`config.mk`:
```
export PLATFORM = sky130hd
export DESIGN_NAME = serial_sub8_flat
export DESIGN_NICKNAME = d
export VERILOG_FILES = /design/src/rtl/serial_sub8_pkg.sv /design/src/rtl/serial_sub8_if.sv /design/src/rtl/serial_sub8_fs.sv /design/src/rtl/serial_sub8.sv /design/src/flat_wrapper.sv
export SDC_FILE = /design/constraint.sdc
export NUM_CORES = 1
export LEC_CHECK = 0
export CAP_MARGIN = 10
export CORE_AREA = 4 4 83 85
export CTS_BUF_LIST = sky130_fd_sc_hd__clkbuf_4 sky130_fd_sc_hd__clkbuf_8
export DETAILED_ROUTE_END_ITERATION = 7
export DIE_AREA = 0 0 87 89
export SYNTH_ARGS = -nofsm -noshare
export SYNTH_HDL_FRONTEND = slang
export SYNTH_HIERARCHICAL = 1
export SYNTH_SLANG_ARGS = --single-unit
```
`constraint.sdc`:
```
create_clock -name clk -period 2.08 [get_ports clk]
set_input_delay 0.416 -clock clk [delete_from_list [all_inputs] [get_ports clk]]
set_output_delay 0.416 -clock clk [all_outputs]
set_load 0.02 [all_outputs]
```
`src/rtl/serial_sub8_pkg.sv`:
```
// Shared types and defaults for the bit-serial subtractor.
package sub_pkg;

    typedef enum logic [1:0] {
        IDLE  = 2'd0,
        SHIFT = 2'd1,
        DONE  = 2'd2
    } sub_state_t;

    localparam int SUB_WIDTH_DEFAULT = 8;

endpackage

```
`src/rtl/serial_sub8_if.sv`:
```
// Start/done handshake plus operand and result bundle for serial_sub8.
interface serial_sub8_if #(
    parameter int WIDTH = sub_pkg::SUB_WIDTH_DEFAULT
);
    logic             start;
    logic [WIDTH-1:0] a;
    logic [WIDTH-1:0] b;
    logic             bin;
    logic             busy;
    logic             done;
    logic [WIDTH-1:0] diff;
    logic             borrow;
    logic             ovf;
    logic             zero;

    modport master (
        output start, a, b, bin,
        input  busy, done, diff, borrow, ovf, zero
    );

    modport slave (
        input  start, a, b, bin,
        output busy, done, diff, borrow, ovf, zero
    );
endinterface

```
`src/rtl/serial_sub8_fs.sv`:
```
// One-bit full subtractor cell; outputs first to match the full_adder port order.
module full_subtractor (
    output logic diff,
    output logic bout,
    input  logic a,
    input  logic b,
    input  logic bin
);
    always_comb begin
        diff = a ^ b ^ bin;
        bout = (~a & b) | (~(a ^ b) & bin);
    end
endmodule

```
`src/rtl/serial_sub8.sv`:
```
// Bit-serial a - b - bin, LSB first, one full-subtractor cell and a registered borrow.
//
//   state | meaning
//   IDLE  | waiting for start, outputs hold last result
//   SHIFT | one operand bit consumed per clock
//   DONE  | one-cycle done pulse; start accepted here too
module serial_sub8
    import sub_pkg::*;
#(
    parameter int WIDTH = SUB_WIDTH_DEFAULT
) (
    input  logic        clk,
    input  logic        rst,
    serial_sub8_if.slave bus
);
    localparam int CW = $clog2(WIDTH) + 1;

    sub_state_t       state, state_nxt;
    logic             accept;
    logic             last;

    logic [WIDTH-1:0] sh_a;
    logic [WIDTH-1:0] sh_b;
    logic [WIDTH-1:0] res;
    logic             br;
    logic [CW-1:0]    cnt;
    logic             a_msb;
    logic             b_msb;

    logic             fs_d;
    logic             fs_bout;
    logic [WIDTH-1:0] res_nxt;

    logic [WIDTH-1:0] diff_q;
    logic             borrow_q;
    logic             ovf_q;
    logic             zero_q;

    full_subtractor u_fs (
        .diff (fs_d),
        .bout (fs_bout),
        .a    (sh_a[0]),
        .b    (sh_b[0]),
        .bin  (br)
    );

    assign res_nxt = {fs_d, res[WIDTH-1:1]};

    always_comb begin
        state_nxt = state;
        accept    = 1'b0;
        last      = 1'b0;
        case (state)
            IDLE: begin
                if (bus.start) begin
                    accept    = 1'b1;
                    state_nxt = SHIFT;
                end
            end
            SHIFT: begin
                if (cnt == CW'(WIDTH - 1)) begin
                    last      = 1'b1;
                    state_nxt = DONE;
                end
            end
            DONE: begin
                if (bus.start) begin
                    accept    = 1'b1;
                    state_nxt = SHIFT;
                end else begin
                    state_nxt = IDLE;
                end
            end
            default: state_nxt = IDLE;
        endcase
    end

    always_ff @(posedge clk) begin
        if (rst) begin
            state    <= IDLE;
            sh_a     <= '0;
            sh_b     <= '0;
            res      <= '0;
            br       <= 1'b0;
            cnt      <= '0;
            a_msb    <= 1'b0;
            b_msb    <= 1'b0;
            diff_q   <= '0;
            borrow_q <= 1'b0;
            ovf_q    <= 1'b0;
            zero_q   <= 1'b0;
        end else begin
            state <= state_nxt;
            if (accept) begin
                sh_a  <= bus.a;
                sh_b  <= bus.b;
                br    <= bus.bin;
                cnt   <= '0;
                a_msb <= bus.a[WIDTH-1];
                b_msb <= bus.b[WIDTH-1];
            end else if (state == SHIFT) begin
                sh_a <= sh_a >> 1;
                sh_b <= sh_b >> 1;
                br   <= fs_bout;
                res  <= res_nxt;
                cnt  <= cnt + CW'(1);
                // Flags are only published on the final bit so they hold across the next run.
                if (last) begin
                    diff_q   <= res_nxt;
                    borrow_q <= fs_bout;
                    ovf_q    <= (a_msb != b_msb) && (res_nxt[WIDTH-1] != a_msb);
                    zero_q   <= (res_nxt == '0);
                end
            end
        end
    end

    assign bus.busy   = (state == SHIFT);
    assign bus.done   = (state == DONE);
    assign bus.diff   = diff_q;
    assign bus.borrow = borrow_q;
    assign bus.ovf    = ovf_q;
    assign bus.zero   = zero_q;

endmodule
```
`src/flat_wrapper.sv`:
```
// flat-port wrapper written by rule: the top's interface ports become plain ports
module serial_sub8_flat import sub_pkg::*;
#(
    parameter int WIDTH = SUB_WIDTH_DEFAULT
)
  (clk, rst, bus_start, bus_a, bus_b, bus_bin, bus_busy, bus_done, bus_diff, bus_borrow, bus_ovf, bus_zero);
  serial_sub8_if #(.WIDTH(WIDTH)) bus_i ();
  input  logic clk;
  input  logic rst;
  input wire logic [$bits(bus_i.start)-1:0] bus_start;
  input wire logic [$bits(bus_i.a)-1:0] bus_a;
  input wire logic [$bits(bus_i.b)-1:0] bus_b;
  input wire logic [$bits(bus_i.bin)-1:0] bus_bin;
  output wire logic [$bits(bus_i.busy)-1:0] bus_busy;
  output wire logic [$bits(bus_i.done)-1:0] bus_done;
  output wire logic [$bits(bus_i.diff)-1:0] bus_diff;
  output wire logic [$bits(bus_i.borrow)-1:0] bus_borrow;
  output wire logic [$bits(bus_i.ovf)-1:0] bus_ovf;
  output wire logic [$bits(bus_i.zero)-1:0] bus_zero;
  assign bus_i.start = bus_start;
  assign bus_i.a = bus_a;
  assign bus_i.b = bus_b;
  assign bus_i.bin = bus_bin;
  assign bus_busy = bus_i.busy;
  assign bus_done = bus_i.done;
  assign bus_diff = bus_i.diff;
  assign bus_borrow = bus_i.borrow;
  assign bus_ovf = bus_i.ovf;
  assign bus_zero = bus_i.zero;
  serial_sub8 #(.WIDTH(WIDTH)) u_core (.clk(clk), .rst(rst), .bus(bus_i));
endmodule
```
==> flow_summary_export.csv <==
group,metric,value,unit
run_status,status,"completed",
timing,relSlewSlack,0.7028,
logic_synthesis,ys.warnings.count,6,
cts,numCtsBuffers,5,
floorplanning,die_area,0.007743,mm^2
logic_synthesis,synthSimpleGateAreaFrac,0.2060,
logic_synthesis,netlist_area,0.001779,mm^2
power,clock_power_share,0.375,
floorplanning,die-height,89,um
timing,min_period,1.909,ns
power,p_per_area,787.8,mW/mm^2
cts,htreeDepth,2,
floorplanning,num_rows,29,
timing,fin_setup_tns,0,ns
drt,dr.pass1.iters,4,
cts,clock_path_buffers,2,
floorplanning,io_pins,33,
cts,clk_latency,0.29,ns
logic_synthesis,synth_cell_types,31,
layout,fillers,640,
power,peakVddDrop,0.0002497,V
setup_path,slowest_stage,"clkdlybuf4s50_1",
setup_path,critPathMaxStageDelay,0.59,ns
power,p_int,1350,uW
timing,fmax,0.5238,GHz
layout,fin_cells,312,
setup_path,worstPathArrival,1.49,ns
logic_synthesis,synth_top_family_by_area,"simple AND/OR/NAND/NOR gates",
logic_synthesis,yosys_register_bits,43,
setup_path,cp-start-kind,"register",
cts,post-cts-setup-buffer-count,0,
drt,via_count,1509,
layout,antennaDiodeCount,0,
drt,drc,0,
place,dp.cells,304,
cts,cts_tree,"yes",
power,power.share.switching,0.2363,
logic_synthesis,synthMuxAreaShare,0.01125,
logic_synthesis,synthAdderAreaFrac,0.01828,
layout,mostFrequentLayoutCell,"dfxtp_1",
global_routing,gr-total-overflow,0,
logic_synthesis,avgSynthCellArea,8.595,um^2
timing,worst_slew_pin_slew,0.4458,ns
drt,drtAntennaViolNets,0,
timing,finalMaxSlewViolations,0,
timing,finClkSkew,0.007696,ns
logic_synthesis,syn_inst,207,
power,power.leakage,0.0007790,uW
place,port_buffers,32,
setup_path,crit_chain,"nand2b_1 -> inv_6 -> clkdlybuf4s50_1",
setup_path,critPathRequiredTime,1.66,ns
floorplanning,die_w,87,um
min_path,min_path_type,"register to register",
global_routing,grt_pass1_wl,6644,um
logic_synthesis,seq_area_frac_synth,0.4838,
power,seqPwrFrac,0.500,
cts,clock-sinks,43,
power,p_switching,417.7,uW
setup_path,path_class,"register to output port",
global_routing,antenna_found_initial,0,
run,max-cap-violations,0,
timing,setup_violations,0,
drt,wire_per_inst,12.62,um
cts,clk_pin_slew,0.08,ns
layout,layout_common_cells,"43 x dfxtp_1, 32 x clkdlybuf4s50_1, 28 x nand2_1",
floorplanning,core_area,0.006205,mm^2
place,place_hpwl,2627,um
logic_synthesis,synth_compound_area_frac,0.1814,
place,gp_congestion,0.7537,
drt,via_per_inst,4.837,
drt,drt-total-wl,3938,um
layout,drive_gt1_frac,0.07234,
cts,cts_hold_buf,0,
drt,drt_iter0_markers,114,
setup_path,path_max_fanout,5,
logic_synthesis,synth_xor_area_frac,0.009845,
global_routing,grt.total_usage,0.1084,
setup_path,end_kind,"output port",
timing,grt_setup_unrepaired,"no",
global_routing,grt_max_degree,38,
cts,root_buffer,"clkbuf_8",
logic_synthesis,syn_nets,229,
cts,ctsResizeCount,0,
layout,area_delta_synth_final,26.09,%
timing,fin_crit_sh,0.9179,
setup_path,crit_buf_inv,2,
global_routing,grt_pass1_vias,1460,
setup_path,cp_top_family,"buffers and inverters",
power,p_comb_frac,0.125,
floorplanning,initial_core_util,0.2868,
layout,final_nets,256,
timing,final-hold-violation-count,0,
registers in the layout (all words and copies together), names as in the netlist:
| register | flops |
|---|---|
| u_core/bus.diff | 8 |
| u_core/state | 2 |
| u_core/bus.borrow | 1 |
| u_core/a_msb | 1 |
| u_core/bus.ovf | 1 |
| u_core/sh_a | 8 |
| u_core/sh_b | 8 |
| u_core/cnt | 4 |
| u_core/br | 1 |
| u_core/bus.zero | 1 |
| u_core/res | 7 |
| u_core/b_msb | 1 |
cell type report:
cell class / count / area [um^2] / area share
Clock inverter: 2 / 35.03 / 0.01562
Inverter: 5 / 23.77 / 0.01060
Multi-Input combinational cell: 140 / 759.5 / 0.3385
Clock buffer: 6 / 82.58 / 0.03681
Sequential cell: 43 / 860.8 / 0.3837
Timing Repair Buffer: 39 / 385.4 / 0.1718
Tap cell: 77 / 96.34 / 0.04294
worst paths after layout:
kind / from / endpoint / slack, ns / cells past startpoint
hold / removal: u_core/b_msb / u_core/b_msb / 0.47 / 2
hold reg to reg: u_core/b_msb / u_core/b_msb / 0.47 / 2
setup reg to reg: u_core/sh_b[0] / u_core/bus.ovf / 0.49 / 5
setup / recovery: u_core/state[0] / bus_busy / 0.17 / 3
cell usage after synthesis (all sizes together):
master  instances  share of area
nor2            2         0.0042
a31oi           5          0.018
mux2i           2          0.011
nand4           2         0.0070
a22oi           3          0.013
ha              1         0.0070
dfxtp          43           0.48
clkbuf          4         0.0084
fa              1          0.011
nand3          15          0.042
nor3           18          0.051
o21ai          15          0.042
buf            15          0.068
inv             5          0.013
xnor2           1         0.0049
and3b           2         0.0098
nor4            2         0.0070
nand2b          2         0.0070
o22ai           7          0.025
nand3b          2         0.0084
or3             1         0.0035
nand2          28          0.059
xor2            1         0.0049
a311oi          1         0.0084
nor2b           2         0.0070
a21oi          27          0.076
layer usage:
layer	routed length, um	up-vias	global-route usage
li1	-	779	-
met1	1832	697	0.1312
met2	1843	28	0.1787
met3	198	5	0.03226
met4	63	0	0.04674
met5	0	-	0
power groups by stage:
stage	sequential (uW)	combinational, uW	clock, uW
floorplan	897	165	0
global placement	901	224	0
detailed placement	902	224	0
CTS	883	225	685
global route	888	251	720
finish	883	222	662
per-stage QoR:
stage | total power (uW) | setup WS, ns | area [um^2] | utilization | hold WS, ns
CTS | 1792 | 0.1464 | 2243 | 0.3616 | 0.4719
global placement | 1125 | 0.4232 | 2126 | 0.3426 | 0.4571
finish | 1767 | 0.1708 | 2243 | 0.3616 | 0.4718
detailed placement | 1126 | 0.4210 | 2126 | 0.3426 | 0.4612
floorplan | 1062 | 0.6424 | 1779 | - | 0.4450
global route | 1859 | 0.04864 | 2243 | 0.3616 | 0.4973
worst register-to-register path, stage by stage (launching register included):
cell and delay, ns:
dfxtp_1 0.35, inv_1 0.06, fa_1 0.61, and3b_1 0.19
a21oi_1 0.05, a311oi_2 0.25
cell families (layout without fill, tap and decap cells):
| family | count (synthesis) | count (layout) |
|---|---|---|
| simple gates | 76 | 76 |
| compound gates | 58 | 58 |
| flops | 43 | 43 |
| buf+inv | 24 | 52 |
| fa+ha+maj | 2 | 2 |
| xor+xnor | 2 | 2 |
| mux | 2 | 2 |
Power figures use the tool's default switching activity.
